[config.mk]
export PLATFORM = sky130hd
export DESIGN_NAME = hdmi_audio_scheduler
export DESIGN_NICKNAME = d
export VERILOG_FILES = /design/src/rtl/hdmi_audio_scheduler.sv
export SDC_FILE = /design/constraint.sdc
export NUM_CORES = 1
export LEC_CHECK = 0
export CAP_MARGIN = 0
export CORE_ASPECT_RATIO = 2
export CORE_MARGIN = 1
export CORE_UTILIZATION = 25
export DETAILED_ROUTE_END_ITERATION = 10
export GPL_ROUTABILITY_DRIVEN = 1
export HOLD_SLACK_MARGIN = 0.06
export PLACE_DENSITY = 0.5
export SKIP_LAST_GASP = 1
export SYNTH_ARGS = -nofsm -noshare
export SYNTH_HDL_FRONTEND = slang
export SYNTH_SLANG_ARGS = --single-unit
[constraint.sdc]
create_clock -name clk_pixel -period 6.2 [get_ports clk_pixel]
set_input_delay 1.86 -clock clk_pixel [delete_from_list [all_inputs] [get_ports clk_pixel]]
set_output_delay 1.86 -clock clk_pixel [all_outputs]
set_load 0.1 [all_outputs]
[src/rtl/hdmi_audio_scheduler.sv]
`default_nettype none
// ============================================================================
//  Module      : hdmi_audio_scheduler
//  Description : Pixel-domain audio scheduler for the HDMI packetizer.
//                Generates an exact-average sample strobe with a fractional
//                accumulator and queues captured stereo samples in a small
//                FWFT FIFO drained by valid/ready. It also measures the ACR CTS
//                value once per ACR period.
//  Revision    : 1.0 - initial release
// ============================================================================
module hdmi_audio_scheduler #(
  parameter int CLK_HZ     = 74250000,
  parameter int SAMPLE_HZ  = 48000,
  parameter int ACR_N      = 6144,
  parameter int FIFO_DEPTH = 4
) (
  input  logic                          clk_pixel,
  input  logic                          reset,
  input  logic [15:0]                   audio_l,
  input  logic [15:0]                   audio_r,
  input  logic                          mute,
  input  logic                          clear_overflow,
  output logic                          sample_tick,
  output logic [31:0]                   audio_sample_word,
  output logic                          audio_sample_valid,
  input  logic                          audio_sample_ready,
  output logic [19:0]                   acr_cts,
  output logic [19:0]                   acr_n,
  output logic                          acr_valid,
  output logic                          overflow,
  output logic [$clog2(FIFO_DEPTH):0]   fifo_level
);

  localparam int                c_acr_samples = ACR_N / 128;
  localparam int                c_aw          = $clog2(FIFO_DEPTH);
  localparam int                c_tw          = $clog2(c_acr_samples) + 1;
  // Accumulator stays below CLK_HZ (< 2^31) and SAMPLE_HZ < CLK_HZ, so the
  // sum always fits in 32 bits.
  localparam logic [31:0]       c_sample_inc  = 32'(SAMPLE_HZ);
  localparam logic [31:0]       c_clk_hz      = 32'(CLK_HZ);
  localparam logic [c_tw-1:0]   c_tick_last   = c_tw'(c_acr_samples - 1);
  localparam logic [c_aw:0]     c_depth       = (c_aw + 1)'(FIFO_DEPTH);

  // --------------------------------------------------------------------------
  // Fractional sample-rate accumulator
  // --------------------------------------------------------------------------
  logic [31:0] r_acc;
  logic        r_tick;
  logic [31:0] w_acc_sum;
  logic        w_wrap;

  assign w_acc_sum = r_acc + c_sample_inc;
  assign w_wrap    = (w_acc_sum >= c_clk_hz);

  // Advance the phase accumulator; the strobe is the registered wrap.
  always_ff @(posedge clk_pixel) begin
    if (reset) begin
      r_acc  <= '0;
      r_tick <= 1'b0;
    end else begin
      r_acc  <= w_wrap ? (w_acc_sum - c_clk_hz) : w_acc_sum;
      r_tick <= w_wrap;
    end
  end

  // --------------------------------------------------------------------------
  // Sample FIFO (first-word-fall-through)
  // --------------------------------------------------------------------------
  logic [31:0]     r_mem [FIFO_DEPTH];
  logic [c_aw-1:0] r_wr_ptr;
  logic [c_aw-1:0] r_rd_ptr;
  logic [c_aw:0]   r_level;
  logic [31:0]     r_word;
  logic            r_overflow;

  logic            w_valid;
  logic            w_full;
  logic            w_pop;
  logic            w_push;
  logic            w_drop;
  logic [31:0]     w_din;
  logic [c_aw-1:0] w_rd_next;

  assign w_valid   = (r_level != '0);
  assign w_full    = (r_level == c_depth);
  assign w_pop     = w_valid & audio_sample_ready;
  // A pop on the same edge frees the slot the new sample needs.
  assign w_push    = w_wrap & (~w_full | w_pop);
  assign w_drop    = w_wrap & w_full & ~w_pop;
  assign w_din     = mute ? 32'h0 : {audio_l, audio_r};
  assign w_rd_next = r_rd_ptr + 1'b1;

  // Storage array; contents are don't-care until the pointers cover them.
  always_ff @(posedge clk_pixel) begin
    if (!reset && w_push) begin
      r_mem[r_wr_ptr] <= w_din;
    end
  end

  // Pointers, level, sticky overflow and the registered head word.
  always_ff @(posedge clk_pixel) begin
    if (reset) begin
      r_wr_ptr   <= '0;
      r_rd_ptr   <= '0;
      r_level    <= '0;
      r_word     <= '0;
      r_overflow <= 1'b0;
    end else begin
      if (w_push) r_wr_ptr <= r_wr_ptr + 1'b1;
      if (w_pop)  r_rd_ptr <= w_rd_next;

      case ({w_push, w_pop})
        2'b10:   r_level <= r_level + 1'b1;
        2'b01:   r_level <= r_level - 1'b1;
        default: r_level <= r_level;
      endcase

      // A new drop wins over a simultaneous clear.
      if (w_drop)              r_overflow <= 1'b1;
      else if (clear_overflow) r_overflow <= 1'b0;

      // Head word tracks the next head; it holds its last value when empty.
      if (r_level == '0) begin
        if (w_push) r_word <= w_din;
      end else if (w_pop) begin
        if (r_level == (c_aw + 1)'(1)) begin
          if (w_push) r_word <= w_din;
        end else begin
          r_word <= r_mem[w_rd_next];
        end
      end
    end
  end

  // --------------------------------------------------------------------------
  // ACR CTS measurement
  // --------------------------------------------------------------------------
  logic [19:0]     r_cts_cnt;
  logic [c_tw-1:0] r_tick_cnt;
  logic [19:0]     r_acr_cts;
  logic            r_acr_valid;
  logic            w_acr_end;

  assign w_acr_end = w_wrap & (r_tick_cnt == c_tick_last);

  // Count pixel edges across ACR_N/128 samples and latch the total.
  always_ff @(posedge clk_pixel) begin
    if (reset) begin
      r_cts_cnt   <= '0;
      r_tick_cnt  <= '0;
      r_acr_cts   <= '0;
      r_acr_valid <= 1'b0;
    end else begin
      r_acr_valid <= w_acr_end;
      if (w_acr_end) begin
        r_acr_cts  <= r_cts_cnt + 1'b1;
        r_cts_cnt  <= '0;
        r_tick_cnt <= '0;
      end else begin
        r_cts_cnt <= r_cts_cnt + 1'b1;
        if (w_wrap) r_tick_cnt <= r_tick_cnt + 1'b1;
      end
    end
  end

  assign sample_tick        = r_tick;
  assign audio_sample_word  = r_word;
  assign audio_sample_valid = w_valid;
  assign fifo_level         = r_level;
  assign overflow           = r_overflow;
  assign acr_cts            = r_acr_cts;
  assign acr_valid          = r_acr_valid;
  assign acr_n              = 20'(ACR_N);

endmodule
`default_nettype wire

==> flow_metrics.env, run 1 <==
export IMPL_status="completed"
export IMPL_cp_start_kind="flip-flop"
export IMPL_grtUsageTotal_pct=11.9
export IMPL_rows=109
export IMPL_grt_max_degree=50
export IMPL_tightestPinTransition_ps=1100
export IMPL_grt_use_met1_pct=11.2
export IMPL_yosysSeqAreaShare_pct=55.2
export IMPL_cpLargestDelayFamily="simple AND/OR/NAND/NOR gates"
export IMPL_yosys_area_top_type="edfxtp_1"
export IMPL_ys_flop_type="edfxtp_1"
export IMPL_dp_hpwl_um=18400
export IMPL_clkLatencyLatePin_ps=530
export IMPL_dpl_cell_area_mm2=0.0126
export IMPL_synth_top_family_by_area="simple AND/OR/NAND/NOR gates"
export IMPL_die_h_um=301
export IMPL_h_tree_depth=1
export IMPL_synth_edf_count=128
export IMPL_io_buffers=95
export IMPL_synthArstFlopShare_pct=0
export IMPL_synthSimpleGateAreaFrac_pct=14.5
export IMPL_irDropWorstVdd_mv=0.318
export IMPL_critical_path_arrival_ps=5130
export IMPL_synth_fa_ha_area_share_pct=1.68
export IMPL_core_mm2=0.0442
export IMPL_post_cts_resized=0
export IMPL_grt_pass1_wl_um=41600
export IMPL_ctsHoldBuffers=0
export IMPL_slowest_stage="nor4b_1"
export IMPL_clkSinkCount=245
export IMPL_max_cap_violations=0
export IMPL_yosys_warnings=0
export IMPL_synth_cells=975
export IMPL_hp_class="reg2reg"
export IMPL_drt_pass1_iterations=4
export IMPL_drive_gt1_share_pct=12.2
export IMPL_num_vias=7527
export IMPL_crit_path_end_kind="flip-flop"
export IMPL_clk_path_buf_depth=3
export IMPL_die_width_um=152
export IMPL_crit_chain="inv_1 > ha_1 > nand2b_1 > a211oi_4 > nor4b_1 > mux2_2 > nor3_1 > o211a_1 > and3_1 > buf_4 > o211ai_1 > a21oi_1 > mux2_1"
export IMPL_antenna_found_initial=0
export IMPL_clkSlewWorstSetupHoldPaths_ps=70
export IMPL_finalHoldViolations=0
export IMPL_finalWirelength_um=27100
export IMPL_finalCritPeriodShare_pct=75.9
export IMPL_finalSetupViolCount=0
export IMPL_finalSetupTns_ps=0
export IMPL_rsz0062_at_grt="false"
export IMPL_finalMaxSlewViolations=0
export IMPL_min_period_ps=4710
export IMPL_powerDensity_mw_per_mm2=521
export IMPL_start_util_pct=25.4
export IMPL_die_area_mm2=0.0457
export IMPL_cts_buffers=24
export IMPL_cts_root_buffer="clkbuf_16"
export IMPL_muxShareOfSynthArea_pct=7.00
export IMPL_grt_busiest_layer="met2"
export IMPL_drt_drc_violations_left=0
export IMPL_final_area_mm2=0.0134
export IMPL_ant_nets=0
export IMPL_relSlewSlack_pct=26.5
export IMPL_grt_overflow=0
export IMPL_path_class="reg2reg"
export IMPL_synth_compound_area_share_pct=10.9
export IMPL_synth_most_common_cell="nor2_1"
export IMPL_synth_top_area_share_pct=34.3
export IMPL_vias_per_cell=4.63
export IMPL_wire_per_inst_um=16.6
export IMPL_gp_routability_congestion=0.849
export IMPL_hold_slack_ps=498
export IMPL_ys_ff_latch=245
export IMPL_first_global_vias=7773
export IMPL_grt_use_met3_pct=1.38
export IMPL_drt_iter0_drc=298
export IMPL_post_cts_setup_buffers=0
export IMPL_synthToLayoutAreaGrowth_pct=19.7
export IMPL_synth_xor_area_share_pct=5.32
export IMPL_fmax_mhz=212
export IMPL_p_leak_nw=4.66
export IMPL_cpPeakStageDelay_ps=780
export IMPL_antenna_cells=0
export IMPL_use_met2_pct=24.1
export IMPL_netlist_area_mm2=0.0112
export IMPL_netlist_top_cells_count="162 x nor2_1, 128 x edfxtp_1, 117 x dfxtp_1"
export IMPL_synth_area_leaders="edfxtp_1 34%, dfxtp_1 21%, mux4_2 6.4%, nor2_1 5.4%, a2111oi_2 4.2%"
export IMPL_worstPathRequired_ps=6620
export IMPL_nNetsFinal=1106
export IMPL_cp_num_buf_inv=2
export IMPL_syn_avg_cell_area_um2=11.5
export IMPL_critPathMaxFanout=18
export IMPL_cts_tree="done"
export IMPL_boundaryPins=116
export IMPL_synth_cell_types=64
export IMPL_skew_ps=8.40
## cells by family (layout without fill, tap and decap cells)
group	after synthesis	in the layout
muxes	38	38
and+or+nand+nor	344	344
xor gates and xnor gates	68	68
DFF	245	245
AOI/OAI and AO/OA	140	140
buffers and inverters	123	202
adders and majority gates	15	15
other	2	20
## worst paths after layout
kind	start	to	slack [ps]	cells past startpoint
hold / removal	acr_cts[14]	acr_cts[14]	500	2
hold reg to reg	acr_cts[14]	acr_cts[14]	500	2
setup / recovery	r_acc[7]	r_acc[15]	1490	13
setup reg to reg	r_acc[7]	r_acc[15]	1490	13
## tightest hold or removal path: stages, from the launching register on
cell	delay, ps
dfxtp_1	310
nor2_1	90
a211oi_1	50
## cell usage in the layout, fill, tap and decap left out, types with 29 or more instances in the layout
cell             synthesis  layout
dfxtp_1                117     116
nand2b_1                37      37
a2111oi_2               31      31
inv_1                   49      49
xor2_1                  29      29
nor2_1                 162     162
edfxtp_1               128     128
clkdlybuf4s50_1          0      94
nand2_1                 39      39
mux4_2                  32      32
xnor2_1                 39      39
## sequential cells by signal (all words and copies together) (netlist names), 2 cells and up
name,cells
fifo_level,3
acr_cts,20
audio_sample_word,32
r_cts_cnt,20
r_wr_ptr,2
r_tick_cnt,7
r_rd_ptr,2
r_acc,28
r_mem,128
## where the power goes
| group | total [mW] | switching [mW] | internal [mW] |
|---|---|---|---|
| Clock | 1.49 | 0.642 | 0.843 |
| Combinational | 3.19 | 2.15 | 1.04 |
| Sequential | 2.31 | 0.242 | 2.07 |
| Total | 6.98 | 3.03 | 3.95 |
## metal layers
layer	up-vias	share of wire [%]
met5	-	0
met4	0	3.9
met3	61	3.9
met2	189	57
met1	3673	35
li1	3604	-
## stage by stage
| stage | power (mW) | setup WS, ps | util (%) | std cells |
|---|---|---|---|---|
| 3_5_place_dp | 5.58 | 1540 | 28.6 | 1583 |
| 5_1_grt | 7.39 | 1090 | 30.3 | 1627 |
| 3_3_place_gp | 5.53 | 1650 | 28.6 | 1583 |
| 2_1_floorplan | 4.83 | 1580 | - | 993 |
| 6_report | 6.98 | 1490 | 30.3 | 1627 |
| 4_1_cts | 7.10 | 1520 | 30.3 | 1627 |
## cell type report
type | count | area [um^2]
Clock buffer | 33 | 666
Multi-Input combinational cell | 625 | 4500
Timing Repair Buffer | 109 | 1050
Fill cell | 4550 | 30800
Sequential cell | 245 | 6190
Tap cell | 555 | 694
Clock inverter | 11 | 123
Inverter | 49 | 184
Note: power is estimated with default switching activity, not from simulation.
==> inputs of run 2 (changes only) <==
--- a/config.mk
+++ b/config.mk
@@ -12,7 +12,7 @@
 export DETAILED_ROUTE_END_ITERATION = 10
 export GPL_ROUTABILITY_DRIVEN = 1
 export HOLD_SLACK_MARGIN = 0.06
-export PLACE_DENSITY = 0.5
+export PLACE_DENSITY = 0.51
 export SKIP_LAST_GASP = 1
 export SYNTH_ARGS = -nofsm -noshare
 export SYNTH_HDL_FRONTEND = slang
==> constraint.sdc (replaced) <==
create_clock -name clk_pixel -period 4.3 [get_ports clk_pixel]
set_input_delay 1.29 -clock clk_pixel [delete_from_list [all_inputs] [get_ports clk_pixel]]
set_output_delay 1.29 -clock clk_pixel [all_outputs]
set_load 0.1 [all_outputs]
==> flow_metrics.env, run 2 (synthesized netlist as in run 1, its figures left out) <==
export IMPL_cts_root_buffer="clkbuf_16"
export IMPL_rr_worst_depth=15
export IMPL_drt_iter0_drc=299
export IMPL_synthToLayoutAreaGrowth_pct=23.1
export IMPL_largest_reg_flops=128
export IMPL_area_sequential_mm2=0.00619
export IMPL_clkLatencyLatePin_ps=560
export IMPL_tightestPinTransition_ps=993
export IMPL_clkSinkCount=245
export IMPL_hp_start="r_tick_cnt[1]"
export IMPL_drive_gt1_share_pct=16.1
export IMPL_min_period_ps=4070
export IMPL_multi_input_area_mm2=0.00452
export IMPL_critPathMaxFanout=31
export IMPL_finalMaxSlewViolations=0
export IMPL_drt_pass1_iterations=4
export IMPL_cts_tree="done"
export IMPL_io_buffers=95
export IMPL_finalSetupViolCount=0
export IMPL_skew_ps=37.4
export IMPL_grt_overflow=0
export IMPL_gp_routability_congestion=0.851
export IMPL_critPathMostFrequentCell="buf_4"
export IMPL_path_class="reg2reg"
export IMPL_final_common_cell="nor2_1"
export IMPL_powerDensity_mw_per_mm2=761
export IMPL_r2r_end="audio_sample_word[9]"
export IMPL_clkSlewWorstSetupHoldPaths_ps=70
export IMPL_relSlewSlack_pct=33.6
export IMPL_ant_nets=0
export IMPL_hp_class="reg2reg"
export IMPL_hold_slack_ps=497
export IMPL_status="completed"
export IMPL_num_fill_cells=4549
export IMPL_min_to="r_tick_cnt[1]"
export IMPL_final_cell_mix="162 x nor2_1, 128 x edfxtp_1, 115 x dfxtp_1"
export IMPL_num_vias=7615
export IMPL_ff2ff_setup_slack_ps=230
export IMPL_core_mm2=0.0442
export IMPL_irDropWorstVdd_mv=0.353
export IMPL_rsz0062_at_grt="false"
export IMPL_max_cap_violations=0
export IMPL_cts_buffers=25
export IMPL_die_width_um=152
export IMPL_critical_path_arrival_ps=4490
export IMPL_cpPeakStageDelay_ps=520
export IMPL_vias_per_cell=4.59
export IMPL_reg2reg_from="r_acc[8]"
export IMPL_grt_pass1_wl_um=43200
export IMPL_final_area_mm2=0.0138
export IMPL_crit_chain="inv_1 > ha_1 > nand2b_1 > buf_4 > nand4_1 > nand3b_1 > and2_1 > or4b_1 > or4_4 > and3_1 > buf_4 > o21ai_4 > buf_12 > nor2_1 > a2111oi_2"
export IMPL_dp_hpwl_um=19900
export IMPL_slowest_stage="or4_4"
export IMPL_dpl_cell_area_mm2=0.0129
export IMPL_start_util_pct=25.4
export IMPL_rows=109
export IMPL_grtUsageTotal_pct=12.3
export IMPL_finalHoldViolations=0
export IMPL_cp_start_kind="flip-flop"
export IMPL_boundaryPins=116
export IMPL_worstPathRequired_ps=4720
export IMPL_p_leak_nw=4.87
export IMPL_finalWirelength_um=28000
export IMPL_crit_path_end_kind="flip-flop"
export IMPL_finalCritPeriodShare_pct=94.6
export IMPL_utilization_pct=31.2
export IMPL_clk_path_buf_depth=3
export IMPL_first_global_vias=7913
export IMPL_hold_depth=2
export IMPL_h_tree_depth=1
export IMPL_nNetsFinal=1138
export IMPL_cp_num_buf_inv=4
export IMPL_grt_max_degree=46
export IMPL_wire_per_inst_um=16.9
export IMPL_drt_drc_violations_left=0
export IMPL_die_area_mm2=0.0457
export IMPL_antenna_found_initial=0
export IMPL_antenna_cells=0
export IMPL_top_register="r_mem"
export IMPL_fmax_mhz=246
export IMPL_die_h_um=301
export IMPL_cpLargestDelayFamily="simple AND/OR/NAND/NOR gates"
-- run 2: cell count changes in the layout (fill, tap and decap cells not counted), sizes merged --
cell / change
buf: +34
bufinv: +1
clkbuf: -5
clkdlybuf4s50: -3
clkinv: +3
clkinvlp: +2
inv: +1
-- run 2: how the worst max path moves through the flow --
stage	slack (ps)	from	endpoint	cells after the start
CTS	70	r_acc[7]	audio_sample_word[9]	14
detailed placement	-80	r_acc[7]	fifo_level[2]	17
global placement	-70	r_acc[7]	fifo_level[2]	17
floorplan	10	r_acc[7]	r_mem[0][0]	15
finish	230	r_acc[8]	audio_sample_word[9]	15
global route	20	r_acc[8]	audio_sample_word[9]	15
-- run 2: layer usage --
layer | GRT usage, % | part of all wire (%) | vias up
met5 | 0 | 0 | -
met3 | 1.59 | 3.5 | 58
li1 | - | - | 3673
met1 | 11.5 | 35 | 3726
met4 | 5.00 | 3.6 | 0
met2 | 25.5 | 58 | 158
-- run 2: report_power, final --
part           switching, mW  internal, mW  leakage, nW
combinational           3.18          1.74         2.32
sequential             0.348          2.98         2.15
clock                  0.971          1.28        0.399
total                   4.50          5.99         4.87
-- run 2: stage by stage --
| stage | power (mW) | setup slack, ps | std cells | TNS (ps) |
|---|---|---|---|---|
| finish | 10.5 | 232 | 1660 | 0 |
| global route | 11.1 | 16.0 | 1660 | 0 |
| CTS | 10.7 | 67.0 | 1660 | 0 |
| detailed placement | 8.35 | -75.3 | 1614 | -1210 |
| global placement | 8.29 | -66.0 | 1614 | -197 |
| floorplan | 6.96 | 13.7 | 993 | 0 |
-- run 2: layout make-up --
type	count	share of cell area (%)
Clock buffer	28	4.69
Clock inverter	18	1.36
Inverter	49	1.33
Multi-Input combinational cell	625	32.8
Sequential cell	245	44.9
Tap cell	555	5.04
Timing Repair Buffer	140	9.91
-- run 2: worst register-to-register path: stages, from the launching register on --
cell,delay (ps)
dfxtp_1,460
inv_1,70
ha_1,240
nand2b_1,220
buf_4,200
nand4_1,150
nand3b_1,210
and2_1,170
or4b_1,440
or4_4,520
and3_1,280
buf_4,190
o21ai_4,160
buf_12,210
nor2_1,110
a2111oi_2,320
-- run 2: repair_timing --
item	4_1_cts	5_1_grt
gates cloned	0	0
setup endpoints to repair	58	143
hold buffers	0	0
buffers inserted	0	0
resized for setup	1	3
==> inputs of run 3 (changes only) <==
--- a/config.mk
+++ b/config.mk
@@ -5,6 +5,7 @@
 export SDC_FILE = /design/constraint.sdc
 export NUM_CORES = 1
 export LEC_CHECK = 0
+export ABC_AREA = 1
 export CAP_MARGIN = 0
 export CORE_ASPECT_RATIO = 2
 export CORE_MARGIN = 1
==> flow_metrics.env, run 3 <==
export IMPL_ff2ff_setup_slack_ps=800
export IMPL_status="completed"
export IMPL_die_area_mm2=0.0475
export IMPL_num_vias=9494
export IMPL_boundaryPins=116
export IMPL_reg2reg_from="r_acc[7]"
export IMPL_synthArstFlopShare_pct=0
export IMPL_drt_pass1_iterations=5
export IMPL_min_period_ps=3500
export IMPL_finalSetupViolCount=0
export IMPL_powerDensity_mw_per_mm2=742
export IMPL_grt_pass1_wl_um=50600
export IMPL_synth_top_area_share_pct=33.0
export IMPL_path_class="reg2reg"
export IMPL_die_h_um=307
export IMPL_p_leak_nw=5.54
export IMPL_hp_class="reg2reg"
export IMPL_cts_tree="done"
export IMPL_hold_depth=1
export IMPL_synth_edf_count=128
export IMPL_ys_ff_latch=245
export IMPL_cts_root_buffer="clkbuf_16"
export IMPL_max_cap_violations=0
export IMPL_h_tree_depth=1
export IMPL_min_to="r_cts_cnt[0]"
export IMPL_io_buffers=95
export IMPL_synth_area_leaders="edfxtp_1 33%, dfxtp_1 20%, nand2_1 11%, nand3_1 5.8%, inv_1 4.1%"
export IMPL_total_power_mw=10.4
export IMPL_grt_max_degree=50
export IMPL_first_global_vias=9473
export IMPL_crit_path_end_kind="flip-flop"
export IMPL_synth_most_common_cell="nand2_1"
export IMPL_cts_buffers=24
export IMPL_yosys_area_top_type="edfxtp_1"
export IMPL_die_width_um=155
export IMPL_hp_start="r_cts_cnt[0]"
export IMPL_core_mm2=0.0458
export IMPL_drt_iter0_drc=453
export IMPL_finalCritPeriodShare_pct=81.4
export IMPL_dp_hpwl_um=22200
export IMPL_clkSinkCount=245
export IMPL_nNetsFinal=1502
export IMPL_clkLatencyLatePin_ps=540
export IMPL_skew_ps=23.4
export IMPL_gp_routability_congestion=0.907
export IMPL_ant_nets=0
export IMPL_finalWirelength_um=32700
export IMPL_antenna_cells=0
export IMPL_largest_reg_flops=128
export IMPL_netlist_top_cells_count="337 x nand2_1, 134 x nand3_1, 128 x edfxtp_1"
export IMPL_synthToLayoutAreaGrowth_pct=20.1
export IMPL_top_register="r_mem"
export IMPL_critPathMaxFanout=26
export IMPL_finalMaxSlewViolations=0
export IMPL_rsz0062_at_grt="false"
export IMPL_yosysSeqAreaShare_pct=53.1
export IMPL_rows=111
export IMPL_synth_cell_types=45
export IMPL_ys_flop_type="edfxtp_1"
export IMPL_wire_per_inst_um=16.1
export IMPL_ctsHoldBuffers=0
export IMPL_final_cell_mix="337 x nand2_1, 134 x nand3_1, 128 x edfxtp_1"
export IMPL_post_cts_resized=0
export IMPL_clkSlewWorstSetupHoldPaths_ps=60
export IMPL_start_util_pct=25.4
export IMPL_grt_overflow=0
export IMPL_yosys_warnings=0
export IMPL_netlist_area_mm2=0.0116
export IMPL_antenna_found_initial=0
export IMPL_tightestPinTransition_ps=1030
export IMPL_vias_per_cell=4.67
export IMPL_worstPathRequired_ps=4750
export IMPL_finalHoldViolations=0
export IMPL_r2r_end="r_cts_cnt[3]"
export IMPL_syn_avg_cell_area_um2=8.51
export IMPL_synth_cells=1369
export IMPL_final_common_cell="nand2_1"
export IMPL_clk_path_buf_depth=3
export IMPL_drt_drc_violations_left=0
export IMPL_rr_worst_depth=17
export IMPL_finalSetupTns_ps=0
export IMPL_relSlewSlack_pct=31.3
export IMPL_drive_gt1_share_pct=7.36
export IMPL_cp_start_kind="flip-flop"
export IMPL_critical_path_arrival_ps=3950
export IMPL_irDropWorstVdd_mv=0.425
export IMPL_grtUsageTotal_pct=13.7
export IMPL_post_cts_setup_buffers=0
export IMPL_fmax_mhz=286
==> run 3: changes by cell type in the layout (fill, tap and decap cells not counted), moves of 22 or more <==
cell,previous run,this run
a21oi_1,26,88
a31oi_1,5,33
nand2b_1,37,0
mux4_2,32,0
nor2_1,162,107
nand2_1,39,337
a211oi_1,23,1
a22o_1,0,31
inv_1,49,127
xnor2_1,39,5
nand3_1,25,134
a2111oi_2,31,0
==> run 3: logic make-up (layout without fill, tap and decap cells) <==
| logic type | after synthesis | in the layout | share of synthesized area [%] |
|---|---|---|---|
| compound gates | 209 | 209 | 10.9 |
| xor+xnor | 24 | 24 | 1.81 |
| fa+ha+maj | 15 | 15 | 1.61 |
| buf+inv | 218 | 299 | 8.21 |
| flops | 245 | 245 | 53.1 |
| mux | 1 | 1 | 0.0860 |
| other cells | 2 | 20 | 0.0645 |
| simple gates | 655 | 655 | 24.2 |
==> run 3: metal layers <==
| metal | routed length (um) | track usage, % |
|---|---|---|
| met4 | 1550 | 7.23 |
| met5 | 0 | 0 |
| met3 | 1020 | 1.18 |
| met1 | 12300 | 14.0 |
| met2 | 17800 | 26.9 |
==> run 3: worst max-delay path by stage <==
stage | cells past startpoint | startpoint | endpoint
4_1_cts | 17 | r_acc[7] | r_cts_cnt[3]
6_report | 17 | r_acc[7] | r_cts_cnt[3]
3_5_place_dp | 17 | r_acc[7] | r_cts_cnt[3]
3_3_place_gp | 19 | r_acc[7] | r_mem[3][21]
2_1_floorplan | 19 | r_acc[7] | r_mem[0][0]
5_1_grt | 20 | r_acc[7] | r_mem[3][29]
==> run 3: stage by stage <==
step                      area (um^2)  setup slack [ps]  hold slack [ps]  util (%)  instances
after global placement          13100               930              446      28.6       1989
after global routing            14000               492              486      30.5       2033
final                           14000               802              468      30.5       2033
after floorplan                 11700               359              430         -       1387
after detailed placement        13100               830              455      28.6       1989
after CTS                       14000               817              471      30.5       2033
==> run 3: layout make-up <==
cell class                      count  area, um^2
Tap cell                          565         707
Timing Repair Buffer              116        1120
Fill cell                        4852       31800
Sequential cell                   245        6190
Clock inverter                     17         235
Clock buffer                       27         622
Inverter                          139         522
Multi-Input combinational cell    924        4590
==> run 3: critical path: stages (launching register included) <==
cell	delay [ps]
dfxtp_1	400
inv_2	80
ha_1	220
nand2_1	100
nand2_2	120
nand3_2	170
nand3_1	150
nor2_1	170
nand3_1	110
nand2_1	130
nand2_1	60
nor2_1	240
nand2_1	120
a21oi_2	210
nand2_4	160
nand2_4	280
nand2_2	380
nor3b_1	280
==> run 3: power breakdown <==
part	switching, mW	total, mW	leakage [nW]	internal, mW
sequential	0.327	3.30	2.15	2.98
combinational	3.47	4.78	2.98	1.31
clock	0.940	2.29	0.407	1.35
total	4.74	10.4	5.54	5.64
